### config.mk
export PLATFORM = sky130hd
export DESIGN_NAME = cmsdk_ahb_qos_req_regulator
export DESIGN_NICKNAME = d
export VERILOG_FILES = /design/src/rtl/cmsdk_ahb_qos_req_regulator.sv
export SDC_FILE = /design/constraint.sdc
export NUM_CORES = 1
export LEC_CHECK = 0
export CAP_MARGIN = 40
export CORE_MARGIN = 5
export CORE_UTILIZATION = 40
export DETAILED_ROUTE_END_ITERATION = 7
export DONT_BUFFER_PORTS = 1
export PLACE_DENSITY = 0.63
export SYNTH_ARGS = -nofsm -noshare
export SYNTH_HDL_FRONTEND = slang
export SYNTH_SLANG_ARGS = --single-unit
### constraint.sdc
create_clock -name HCLK -period 5.9 [get_ports HCLK]
set_input_delay 0.885 -clock HCLK [delete_from_list [all_inputs] [get_ports HCLK]]
set_output_delay 0.885 -clock HCLK [all_outputs]
set_load 0.03 [all_outputs]
### src/rtl/cmsdk_ahb_qos_req_regulator.sv
// Per-port request regulator for an AHB output-stage arbiter.
// Each input port gets a credit budget per window. Once a port's budget is spent,
// its request is masked, but only while some other port could use the bus.
// A granted port is never masked during a locked sequence.
module cmsdk_ahb_qos_req_regulator #(
  parameter int unsigned CREDIT_W = 6,
  parameter int unsigned WINDOW_W = 8
) (
  input  logic                HCLK,
  input  logic                HRESET,
  input  logic                req_port1,
  input  logic                req_port2,
  input  logic                req_port3,
  input  logic [1:0]          addr_in_port,
  input  logic                no_port,
  input  logic                HREADYM,
  input  logic [1:0]          HTRANSM,
  input  logic                HMASTLOCKM,
  input  logic                cfg_enable,
  input  logic [WINDOW_W-1:0] cfg_window,
  input  logic [CREDIT_W-1:0] cfg_credit1,
  input  logic [CREDIT_W-1:0] cfg_credit2,
  input  logic [CREDIT_W-1:0] cfg_credit3,
  output logic                req_out_port1,
  output logic                req_out_port2,
  output logic                req_out_port3,
  output logic [2:0]          throttled,
  output logic                window_tick
);

  typedef enum logic [1:0] {
    ST_IDLE = 2'd0,
    ST_RUN  = 2'd1,
    ST_LOCK = 2'd2
  } state_t;

  state_t              state_q, state_d;
  logic [WINDOW_W-1:0] win_q, win_d;
  logic [CREDIT_W-1:0] cred_q [3];
  logic [CREDIT_W-1:0] cred_d [3];
  // Each window keeps its own copy of the credit limits. This means a mid-window
  // cfg_creditN edit cannot change the "unlimited" decision until the next reload.
  logic [CREDIT_W-1:0] lim_q  [3];
  logic [CREDIT_W-1:0] lim_d  [3];
  logic [CREDIT_W-1:0] cfg_cr [3];

  logic [2:0] req;
  logic [2:0] exh;
  logic [2:0] avail;
  logic [2:0] other_avail;
  logic       active;
  logic       accepted;
  logic       reload;

  // Decode the current beat and the window reload condition.
  always_comb begin
    req       = {req_port3, req_port2, req_port1};
    cfg_cr[0] = cfg_credit1;
    cfg_cr[1] = cfg_credit2;
    cfg_cr[2] = cfg_credit3;
    active    = (state_q != ST_IDLE);
    // NONSEQ (10) and SEQ (11) both have HTRANSM[1] set; IDLE and BUSY do not.
    accepted  = HREADYM && !no_port && HTRANSM[1];
    reload    = active && cfg_enable && (win_q == '0);
  end

  // Next-state logic for the FSM, the window counter and the credits.
  always_comb begin
    state_d = state_q;
    win_d   = win_q;
    for (int unsigned i = 0; i < 3; i++) begin
      cred_d[i] = cred_q[i];
      lim_d[i]  = lim_q[i];
    end
    unique case (state_q)
      ST_IDLE: begin
        if (cfg_enable) begin
          state_d = ST_RUN;
          win_d   = cfg_window;
          for (int unsigned i = 0; i < 3; i++) begin
            cred_d[i] = cfg_cr[i];
            lim_d[i]  = cfg_cr[i];
          end
        end
      end
      ST_RUN, ST_LOCK: begin
        if (!cfg_enable) begin
          state_d = ST_IDLE;
        end else begin
          if (state_q == ST_RUN && HMASTLOCKM && !no_port) begin
            state_d = ST_LOCK;
          end else if (state_q == ST_LOCK && !HMASTLOCKM) begin
            state_d = ST_RUN;
          end
          if (reload) begin
            win_d = cfg_window;
            for (int unsigned i = 0; i < 3; i++) begin
              cred_d[i] = cfg_cr[i];
              lim_d[i]  = cfg_cr[i];
            end
          end else begin
            win_d = win_q - WINDOW_W'(1);
            for (int unsigned i = 0; i < 3; i++) begin
              if (accepted && addr_in_port == 2'(i + 1) && cred_q[i] != '0) begin
                cred_d[i] = cred_q[i] - CREDIT_W'(1);
              end
            end
          end
        end
      end
      default: state_d = ST_IDLE;
    endcase
  end

  // Work-conserving mask: an exhausted port is masked only when another port can use the bus.
  always_comb begin
    throttled = '0;
    for (int unsigned i = 0; i < 3; i++) begin
      exh[i]   = (lim_q[i] != '0) && (cred_q[i] == '0);
      avail[i] = req[i] && !exh[i];
    end
    other_avail[0] = avail[1] | avail[2];
    other_avail[1] = avail[0] | avail[2];
    other_avail[2] = avail[0] | avail[1];
    if (active) begin
      for (int unsigned i = 0; i < 3; i++) begin
        throttled[i] = exh[i] && other_avail[i];
        if (state_q == ST_LOCK && addr_in_port == 2'(i + 1)) begin
          throttled[i] = 1'b0;
        end
      end
    end
    window_tick   = reload;
    req_out_port1 = req_port1 && !throttled[0];
    req_out_port2 = req_port2 && !throttled[1];
    req_out_port3 = req_port3 && !throttled[2];
  end

  // State, window and credit registers with synchronous reset.
  always_ff @(posedge HCLK) begin
    if (HRESET) begin
      state_q <= ST_IDLE;
      win_q   <= '0;
      for (int unsigned i = 0; i < 3; i++) begin
        cred_q[i] <= '0;
        lim_q[i]  <= '0;
      end
    end else begin
      state_q <= state_d;
      win_q   <= win_d;
      for (int unsigned i = 0; i < 3; i++) begin
        cred_q[i] <= cred_d[i];
        lim_q[i]  <= lim_d[i];
      end
    end
  end

endmodule
-- Yosys cells after proc, flatten, opt, wreduce, memory -nomap -nowiden
Memory sizes are Yosys's and may differ from the RTL's.
Cells that the tools add are included.
- add/subtract/negate cells: 4
- eq/ne operators: 8
- mux-type cells: 33
- bitwise operators: 9
- reductions and logical operators: 52
- operators with widths (cell ; count):
    $mux 18 ; 6
    $pmux 18 s2 ; 2
    $mux 6 ; 9
    $reduce_bool 6->1 ; 6
    $logic_and 1x1->1 ; 28
    $mux 8 ; 3
    $logic_not 6->1 ; 3
    $sub 6x1->6 const B ; 3
    $pmux 8 s2 ; 1
    $or 1x1->1 ; 9
    $logic_not 1->1 ; 8
    $logic_not 8->1 ; 1
    $mux 2 ; 4
    $sub 8x1->8 const B ; 1
    $eq 2x2->1 const B ; 3
    $mux 1 ; 6
    $eq 2x1->1 const B ; 2
    $ne 2x2->1 const B ; 2
    $ne 4x4->1 const B ; 1
    $pmux 2 s2 ; 1
    $reduce_bool 2->1 ; 2
    $mux 3 ; 1
    $reduce_and 3->1 ; 1
    $logic_not 2->1 ; 1
    other kinds (2) ; 2
- flip-flop bits (word level): 10
- memory bits (writable): 36
- output and inout port bits: 7
- word-level logic and storage cells: 110
- memories: 2
- memories (memory ; words ; bits a word ; read ports ; clocked after memory_dff ; write ports ; RTL line ; RTL):
    cred_q ; 3 ; 6 ; 3 ; 0 ; 3 ; 39 ; logic [CREDIT_W-1:0] cred_q [3];
    lim_q ; 3 ; 6 ; 3 ; 0 ; 3 ; 43 ; logic [CREDIT_W-1:0] lim_q [3];

-- Logic depth before layout (Yosys ltp)
Gate-level depths: netlist of run 1.
- depth after elaboration: 10
- gate-level depth with buffers: 10
- mapped depth without buffers: 7

-- Worst setup path after synthesis of run 1
Ideal clock, no wire load.
- path kind: reg-to-output
- start point: memory lim_q[1][0] (netlist: lim_q[0][6])
- end point: output req_out_port1
- arrival: 3.279 ns
- required time: 5.015 ns
- setup slack: 1.736 ns
- stages on the path, launching flop included: 6
- cells stage by stage: dfxtp_1 -> or4_1 -> o211ai_1 -> nand2_1 -> a2111oi_0 -> nor2b_1
- RTL lines (what ; RTL line ; RTL):
    start, declared ; 43 ;
    end, declared ; 24 ; output logic req_out_port1,

==> metrics.md, run 1 <==
| Metric | Value |
|---|---|
| Status | `finished clean` |
| Crit path launch type | `flip-flop` |
| Vias in the first global route | `2,283` |
| Initial antenna violation count | `0` |
| Die ar. | `8610 sq um` |
| Final wirelength | `6690 um` |
| Largest net degree at the start of global routing | `48` |
| Worst EP required | `around 5.0 ns` |
| Peak VDD IR | `114 uV` |
| DRC Markers | `0` |
| Fmax | `around 0.28 GHz` |
| H-tree depth | `2` |
| Max-slew violations | `0` |
| Number of synthesized flops with an enable pin | `0` |
| Synthesis-to-finish area growth | `5.07%` |
| CTS tree | `done` |
| Worst min path class | `flip-flop to flip-flop` |
| FF-to-FF path depth | `7` |
| Post-synthesis mux area share | `0.0466` |
| Final core occ | `0.428` |
| Post-route ant nets | `0` |
| P per Cell Area | `~320 nW/um^2` |
| Post-DP HPWL | `approximately 4800 um` |
| Initial drt markers | `between 150 and 200` |
| Ys Warns | `0` |
| Number of max-cap violations | `0` |
| Final setup violation count | `0` |
| Routed len/inst | `~16 um` |
| Final setup TNS | `0 ns` |
| Root Driver | `clkbuf_8` |
| Share of cells above drive strength 1 | `0.0794` |
| Slew headroom | `0.311` |
| Setup crit end kind | `output port` |
| Post-synth ARST share | `0` |
| Via density per instance | `5.74` |
| Clock-pin slew on the worst setup and hold paths | `0.09 ns` |
| Design area | `approximately 2900 sq um` |
| Crit Path Category | `flip-flop to output port` |
| Total gr overflow | `0` |
| Largest family of logic cells by synthesized area | `simple AND/OR/NAND/NOR gates` |
| Clk Latency, worst-skew pair | `0.31 ns` |
| Xor and xnor area share after synthesis | `0.0384` |
| Post-synthesis register bit count | `46` |
| Final Cycle Share | `0.602` |
| Mapped cell area | `around 2700 sq um` |
| Synth Area in Simple Gates | `0.259` |
| # IOs | `between 40 and 50` |
| Unique masters post-synth | `46` |
| Inserted Diodes | `0` |
| Via count of the routed design | `around 2,400` |
| Minimum hold slack | `0.449 ns` |
| First-pass GRT wire length | `about 11,000 um` |
| Chip height | `92.8 um` |
| Post-Synthesis Net Count | `400` |
| Tot GR Track Use | `0.160` |
| Postcts setup bufs | `0` |
| Cells after synthesis | `approximately 350` |
| Buffers on Ports | `0` |
| LEAKAGE | `~1.1 nW` |
| Length of the first detailed-routing pass in iterations | `4` |
| Total CTS buffers | `5` |
| Deepest clock path buffer count | `2` |
| Final hold violation count | `0` |
| Nets@finish | `390` |
| Clock skew | `~0.0068 ns` |
| Area fraction in compound gates after synthesis | `0.206` |
| Row count | `30` |
| Die X-Extent | `slightly above 90 um` |
| Core Area | `6720 sq um` |
| Avg Cell Area, Syn | `7.85 sq um` |
| Arrival time worst endpoint | `around 2.7 ns` |
| Tightest Pin Transition | `between 1 and 1.5 ns` |
| Resize count post-CTS | `0` |
| Gp weighted congestion | `~0.76` |
| Max FO, Critical Path | `5` |
| Hold-fix buffers at CTS | `0` |
| Sink Count | `46` |
| Flop2flop setup slack | `roughly 3.0 ns` |
| Area post-placement | `roughly 2800 sq um` |
| Seq/Total Area, Yosys | `0.336` |
| Tmin final | `roughly 3.6 ns` |
| Synth Flop Type | `dfxtp_1` |
| Adder-Cell Fraction of Synth Area | `0.0548` |
| Hold depth | `2` |
| Starting density of the core | `0.408` |
| RSZ-0062 raised after global routing | `no` |
worst max-delay path, cell delays in order (launching register included):
cell and delay (ns):
dfxtp_1 0.36, nor3_1 0.46, o211ai_1 0.24, a311o_1 0.36
a21oi_1 0.61, nor2b_1 0.33
synth_stat cells (9+ instances only):
| cell | n | share of area |
|---|---|---|
| dfxtp_1 | 46 | 0.34 |
| nand2_1 | 43 | 0.059 |
| a21oi_1 | 41 | 0.075 |
| nor2_1 | 28 | 0.038 |
| nand3_1 | 19 | 0.035 |
| inv_1 | 16 | 0.022 |
| nor3_1 | 14 | 0.026 |
| ha_1 | 12 | 0.055 |
| a211o_1 | 11 | 0.035 |
| clkbuf_1 | 11 | 0.015 |
| o21ai_0 | 11 | 0.020 |
| nor2b_1 | 9 | 0.021 |
placed cells by master, fill, tap and decap left out, types with 4 or more instances in the layout:
master,instances
mux2i_1,6
nor3_1,14
o21ai_0,11
xnor2_1,4
nor2b_1,9
xor2_1,8
a211o_1,11
or3_1,4
dfxtp_1,46
nand3_1,19
nor3b_1,4
nor2_1,28
nand2_1,43
inv_1,16
ha_1,12
or4_1,4
or2_2,4
a21oi_1,41
a22oi_1,5
mux2_2,6
clkbuf_8,5
final cells by class:
cell class	count	area, sq um
clock buffers	6	72.6
clock inverters	2	37.5
fillers	675	3840
inverters	16	60.1
multi-input cells	266	1660
flip-flops and latches	46	921
well taps	80	100
repair buffers	4	25.0
stage by stage:
| step | setup slack [ns] | std cells | power, mW |
|---|---|---|---|
| final | 2.35 | 420 | 0.922 |
| after global routing | 2.29 | 420 | 0.984 |
| after CTS | 2.36 | 420 | 0.931 |
| after detailed placement | 2.70 | 412 | 0.689 |
| after global placement | 2.50 | 409 | 0.680 |
| after floorplan | 1.74 | 349 | 0.641 |
sequential cells by signal, indices dropped and copies added (netlist names):
register / cells
state_q: 2
cred_q: 18
win_q: 8
lim_q: 18
cells by family (layout without fill, tap and decap cells):
family                   after synthesis  after routing
AO/OA/AOI/OAI                         87             87
XOR/XNOR                              12             12
adder cells (fa/ha/maj)               12             12
buffers and inverters                 37             28
flip-flops                            46             46
multiplexers                          12             12
AND/OR/NAND/NOR                      143            143
worst paths after layout:
check	startpoint	endpoint
min	lim_q[0][4]	lim_q[0][4]
max reg2reg	state_q[0]	cred_q[0][0]
max	cred_q[0][14]	req_out_port3
min reg2reg	lim_q[0][4]	lim_q[0][4]
report_power, final:
group | switching [mW] | total [mW] | leakage, nW | internal, mW
registers | 0.0316 | 0.378 | 0.378 | 0.346
clock network | 0.113 | 0.240 | 0.0514 | 0.127
logic | 0.177 | 0.305 | 0.685 | 0.128
total | 0.322 | 0.922 | 1.11 | 0.601
per-layer routing:
layer | up-vias | routed length, um | track usage
met5 | - | 0 | 0
met1 | 1135 | 3010 | 0.200
met2 | 54 | 3140 | 0.262
met4 | 0 | 109 | 0.0464
li1 | 1212 | - | -
met3 | 10 | 430 | 0.0512
Power figures use the tool's default switching activity.
==> run 2: changes to the inputs <==
--- a/config.mk
+++ b/config.mk
@@ -10,7 +10,7 @@
 export CORE_UTILIZATION = 40
 export DETAILED_ROUTE_END_ITERATION = 7
 export DONT_BUFFER_PORTS = 1
-export PLACE_DENSITY = 0.63
+export PLACE_DENSITY = 0.65
 export SYNTH_ARGS = -nofsm -noshare
 export SYNTH_HDL_FRONTEND = slang
 export SYNTH_SLANG_ARGS = --single-unit
==> constraint.sdc (replaced) <==
create_clock -name HCLK -period 2.93 [get_ports HCLK]
set_input_delay 0.4395 -clock HCLK [delete_from_list [all_inputs] [get_ports HCLK]]
set_output_delay 0.4395 -clock HCLK [all_outputs]
set_load 0.03 [all_outputs]
==> metrics.md, run 2 (synthesis gave the netlist of run 1 again) <==
| Metric | Value |
|---|---|
| Worst EP required | `2.49 ns (-2.53 ns)` |
| Fin cells | `428 (+1.9%)` |
| FF-to-FF path depth | `7 (unchanged)` |
| Worst r2r src | `state_q[0]` |
| Fmax | `0.371 GHz` |
| Length of the first detailed-routing pass in iterations | `4 (unchanged)` |
| Synthesis-to-finish area growth | `6.71%` |
| Final hold violation count | `0 (unchanged)` |
| Hold_sp | `HRESET` |
| Clock skew | `0.0112 ns (+0.00436 ns)` |
| Final setup TNS | `0 ns (unchanged)` |
| Final Cycle Share | `0.920` |
| Initial antenna violation count | `0 (unchanged)` |
| Inserted Diodes | `0 (unchanged)` |
| Gp weighted congestion | `0.800 (+5.3%)` |
| Clk Latency, worst-skew pair | `0.31 ns (about the same)` |
| Sink Count | `46 (unchanged)` |
| Starting density of the core | `0.408 (unchanged)` |
| Placed Cells | `420 (+1.9%)` |
| Postcts setup bufs | `0 (unchanged)` |
| RSZ-0062 raised after global routing | `no` |
| Hold EP | `win_q[3]` |
| Status | `finished clean` |
| Root Driver | `clkbuf_8` |
| Commonest non-fill, non-tap cell in the layout | `dfxtp_1` |
| Total gr overflow | `0 (unchanged)` |
| Share of cells above drive strength 1 | `0.103 (+0.0240)` |
| P per Cell Area | `614 nW/um^2 (+92%)` |
| Max-slew violations | `0 (unchanged)` |
| Tmin final | `around 2.7 ns` |
| Register Area | `921 sq um (unchanged)` |
| Slew headroom | `0.522 (+0.211)` |
| Die X-Extent | `92.8 um (unchanged)` |
| Deepest clock path buffer count | `2 (unchanged)` |
| Total CTS buffers | `5 (unchanged)` |
| Crit Path Category | `flip-flop to output port` |
| H-tree depth | `2 (unchanged)` |
| Vias in the first global route | `2,215 (-3.0%)` |
| Multi-input gate area | `1660 sq um (unchanged)` |
| DRC Markers | `0 (unchanged)` |
| Row count | `30 (unchanged)` |
| Tightest Pin Transition | `0.718 ns (-0.316 ns)` |
| RR Endpoint | `cred_q[0][16]` |
| Final setup violation count | `0 (unchanged)` |
| Final wirelength | `6490 um (-3.0%)` |
| Routed len/inst | `15.2 um (-4.9%)` |
| # IOs | `46 (unchanged)` |
| CTS tree | `done` |
| Nets@finish | `398 (+2.1%)` |
| Clock-pin slew on the worst setup and hold paths | `0.10 ns (about the same)` |
| Hold-fix buffers at CTS | `0 (unchanged)` |
| Chip height | `92.8 um (unchanged)` |
| Die ar. | `8610 sq um (unchanged)` |
| Via count of the routed design | `2,396 (-0.62%)` |
| Resize count post-CTS | `0 (unchanged)` |
| Buffers on Ports | `0 (unchanged)` |
| Top flop regs | `cred_q: 18 flops, lim_q: 18 flops, win_q: 8 flops` |
| Arrival time worst endpoint | `2.25 ns (-0.42 ns)` |
| Max FO, Critical Path | `2 (-3)` |
| Initial drt markers | `89 (-44%)` |
| Core Area | `6720 sq um (unchanged)` |
| Post-route ant nets | `0 (unchanged)` |
| Setup crit end kind | `output port` |
| Worst min path class | `input port to flip-flop` |
| Number of max-cap violations | `0 (unchanged)` |
| Hold depth | `1 (-1)` |
| Crit path launch type | `flip-flop` |
| Via density per instance | `5.60 (-2.5%)` |
| Post-DP HPWL | `4760 um (+0.12%)` |
| Peak VDD IR | `241 uV (+110%)` |
| Largest net degree at the start of global routing | `48 (unchanged)` |
| Flop2flop setup slack | `0.51 ns (-2.50 ns)` |
| First-pass GRT wire length | `10,500 um (-4.5%)` |
| Fillers | `649 (-3.9%)` |
| Most frequent cells in the layout | `46 x dfxtp_1, 43 x nand2_1, 41 x a21oi_1, 28 x nor2_1, 19 x nand3_1` |
| LEAKAGE | `1.15 nW (+2.8%)` |
| Tot GR Track Use | `0.152 (-0.00767)` |
==> run 2: through the flow <==
step | total power [mW] | setup slack (ns) | utilization | area [sq um] | hold WS [ns]
2_1_floorplan | 1.29 | 0.217 | - | 2750 | 0.431
4_1_cts | 1.81 | 0.224 | 0.435 | 2920 | 0.182
5_1_grt | 1.92 | 0.121 | 0.435 | 2920 | 0.176
3_3_place_gp | 1.39 | 0.572 | 0.422 | 2830 | 0.433
6_report | 1.80 | 0.236 | 0.435 | 2920 | 0.203
3_5_place_dp | 1.40 | 0.547 | 0.422 | 2830 | 0.436
==> run 2: final cells by class <==
| cell class | instances | share of cell area |
|---|---|---|
| Clock inverter | 3 | 0.00727 |
| Timing Repair Buffer | 12 | 0.0308 |
| Sequential cell | 46 | 0.315 |
| Inverter | 16 | 0.0205 |
| Tap cell | 80 | 0.0342 |
| Multi-Input combinational cell | 266 | 0.569 |
| Clock buffer | 5 | 0.0235 |
==> run 2: layer usage <==
| layer | GRT usage | share of wire | wire (um) |
|---|---|---|---|
| met5 | 0 | 0 | 0 |
| met3 | 0.0414 | 0.057 | 371 |
| met4 | 0.0464 | 0.016 | 104 |
| met1 | 0.195 | 0.46 | 3010 |
| met2 | 0.247 | 0.46 | 3000 |
==> run 2: how the worst max path moves through the flow <==
stage / from / end
detailed placement: state_q[1] / cred_q[0][10]
floorplan: lim_q[0][6] / req_out_port1
finish: lim_q[0][6] / req_out_port1
global placement: state_q[0] / cred_q[0][16]
CTS: lim_q[0][6] / req_out_port1
global route: lim_q[0][6] / req_out_port1
==> run 2: power by group <==
group | switching, mW | internal [mW] | leakage (nW)
Clock | 0.240 | 0.168 | 0.0441
Sequential | 0.0639 | 0.697 | 0.378
Combinational | 0.351 | 0.277 | 0.724
Total | 0.655 | 1.14 | 1.15
==> run 2: worst max-delay path: stages (launching register included) <==
cell and delay [ns]:
dfxtp_1 0.33, or4_1 0.51, o211ai_1 0.26, nand2_1 0.13
a2111oi_2 0.45, nor2b_1 0.09, buf_4 0.18
==> run 3: changes to the inputs <==
--- a/config.mk
+++ b/config.mk
@@ -10,6 +10,7 @@
 export CORE_UTILIZATION = 40
 export DETAILED_ROUTE_END_ITERATION = 7
 export DONT_BUFFER_PORTS = 1
+export MAX_ROUTING_LAYER = met4
 export PLACE_DENSITY = 0.65
 export SYNTH_ARGS = -nofsm -noshare
 export SYNTH_HDL_FRONTEND = slang
==> metrics.md, run 3 (synthesis gave the netlist of run 1 again) <==
| Metric | Value |
|---|---|
| Status | `finished clean` |
| First-pass GRT wire length | `10,500 um (about the same)` |
| Crit. Startpoint | `lim_q[0][6]` |
| Vias in the first global route | `2,216 (+0.045%)` |
| Worst EP required | `2.49 ns (about the same)` |
| RR Endpoint | `cred_q[0][16]` |
| Final hold violation count | `0 (unchanged)` |
| Clock-pin slew on the worst setup and hold paths | `0.10 ns (about the same)` |
| Setup crit end kind | `output port` |
| Buffers on Ports | `0 (unchanged)` |
| Inserted Diodes | `0 (unchanged)` |
| Postcts setup bufs | `0 (unchanged)` |
| Clock skew | `0.0110 ns (-0.000169 ns)` |
| Deepest clock path buffer count | `2 (unchanged)` |
| Final wirelength | `6500 um (+0.15%)` |
| Final setup violation count | `0 (unchanged)` |
| # IOs | `46 (unchanged)` |
| Hold_sp | `HRESET` |
| Post-DP HPWL | `4760 um (unchanged)` |
| Tot GR Track Use | `0.156 (+0.00431)` |
| Routed len/inst | `15.2 um (+0.15%)` |
| Buffers and inverters on the worst path | `1 (unchanged)` |
| Largest net degree at the start of global routing | `48 (unchanged)` |
| Worst min path class | `input port to flip-flop` |
| Flop2flop setup slack | `0.51 ns (about the same)` |
| Arrival time worst endpoint | `2.25 ns (about the same)` |
| CP Cell Sequence | `or4_1 > o211ai_1 > nand2_1 > a2111oi_2 > nor2b_1 > buf_4` |
| Resize count post-CTS | `0 (unchanged)` |
| Final Cycle Share | `0.917 (-0.00255)` |
| LEAKAGE | `1.15 nW (unchanged)` |
| Final core occ | `0.435 (unchanged)` |
| Max FO, Critical Path | `2 (unchanged)` |
| Die ar. | `8610 sq um (unchanged)` |
| Register Area | `921 sq um (unchanged)` |
| RSZ-0062 raised after global routing | `no` |
| Top flop regs | `cred_q: 18 flops, lim_q: 18 flops, win_q: 8 flops` |
| Final Power | `1.80 mW (about the same)` |
| Die X-Extent | `92.8 um (unchanged)` |
| Initial antenna violation count | `0 (unchanged)` |
| Via density per instance | `5.59 (about the same)` |
| Tightest Pin Transition | `0.712 ns (-0.00526 ns)` |
| Worst r2r src | `state_q[0]` |
| Setup slack at placement | `0.547 ns (unchanged)` |
| Commonest non-fill, non-tap cell in the layout | `dfxtp_1` |
| Hold-fix buffers at CTS | `0 (unchanged)` |
| CTS tree | `done` |
| Peak VDD IR | `241 uV (about the same)` |
| Clk Latency, worst-skew pair | `0.31 ns (about the same)` |
| Final setup TNS | `0 ns (unchanged)` |
| Fmax | `0.372 GHz (+0.28%)` |
| Max-slew violations | `0 (unchanged)` |
| Nets@finish | `398 (unchanged)` |
| Starting density of the core | `0.408 (unchanged)` |
| Multi-input gate area | `1660 sq um (unchanged)` |
| FF-to-FF path depth | `7 (unchanged)` |
| Total CTS buffers | `5 (unchanged)` |
| Via count of the routed design | `2,394 (-0.083%)` |
| Initial drt markers | `92 (+3.4%)` |
| Row count | `30 (unchanged)` |
| Post-route ant nets | `0 (unchanged)` |
| H-tree depth | `2 (unchanged)` |
| Crit path max-delay family | `simple AND/OR/NAND/NOR gates` |
| Slowest stage delay, CP | `0.51 ns (about the same)` |
| Share of cells above drive strength 1 | `0.103 (unchanged)` |
| DRC Markers | `0 (unchanged)` |
| Sink Count | `46 (unchanged)` |
| P per Cell Area | `614 nW/um^2 (about the same)` |
| Core Area | `6720 sq um (unchanged)` |
| Gp weighted congestion | `0.811 (+1.4%)` |
| Final Worst Setup Slack | `0.243 ns (+0.00746 ns)` |
| Hold EP | `win_q[3]` |
| Crit path launch type | `flip-flop` |
| Most frequent cells in the layout | `46 x dfxtp_1, 43 x nand2_1, 41 x a21oi_1, 28 x nor2_1, 19 x nand3_1` |
| Tmin final | `2.69 ns (-0.00746 ns)` |
| Root Driver | `clkbuf_8` |
| Synthesis-to-finish area growth | `6.71% (unchanged)` |
| Total gr overflow | `0 (unchanged)` |
| Fillers | `649 (unchanged)` |
| Number of max-cap violations | `0 (unchanged)` |
| Hold depth | `1 (unchanged)` |
| Slew headroom | `0.525 (+0.00350)` |
| Crit path max-delay cell type | `or4_1` |
| Crit Path Category | `flip-flop to output port` |
| Length of the first detailed-routing pass in iterations | `4 (unchanged)` |
| Chip height | `92.8 um (unchanged)` |
[run 3: final cells by class]
type,count,area share
clock inverters,3,0.00727
flip-flops and latches,46,0.315
repair buffers,12,0.0308
inverters,16,0.0205
multi-input cells,266,0.569
well taps,80,0.0342
clock buffers,5,0.0235
[run 3: power breakdown]
group	internal (mW)	switching, mW	leakage [nW]
clock	0.168	0.239	0.0441
combinational	0.277	0.351	0.724
sequential	0.697	0.0639	0.378
[run 3: routing by layer]
| layer | up-vias | wire length (um) | GRT usage | share of wire |
|---|---|---|---|---|
| met2 | 35 | 3000 | 0.247 | 0.46 |
| met4 | 0 | 104 | 0.0464 | 0.016 |
| met1 | 1128 | 3030 | 0.196 | 0.47 |
| met5 | - | 0 | - | 0 |
| li1 | 1222 | - | - | - |
| met3 | 9 | 370 | 0.0414 | 0.057 |
[run 3: through the flow]
stage	area (sq um)	hold slack, ns	cells
floorplan	2750	0.431	349
finish	2920	0.203	428
CTS	2920	0.182	428
global route	2920	0.176	428
global placement	2830	0.433	420
detailed placement	2830	0.436	420
[run 3: worst max path at each step]
stage,to,cells past startpoint
after detailed placement,cred_q[0][10],8
after global placement,cred_q[0][16],7
after floorplan,req_out_port1,5
final,req_out_port1,6
after CTS,req_out_port1,6
after global routing,req_out_port1,6
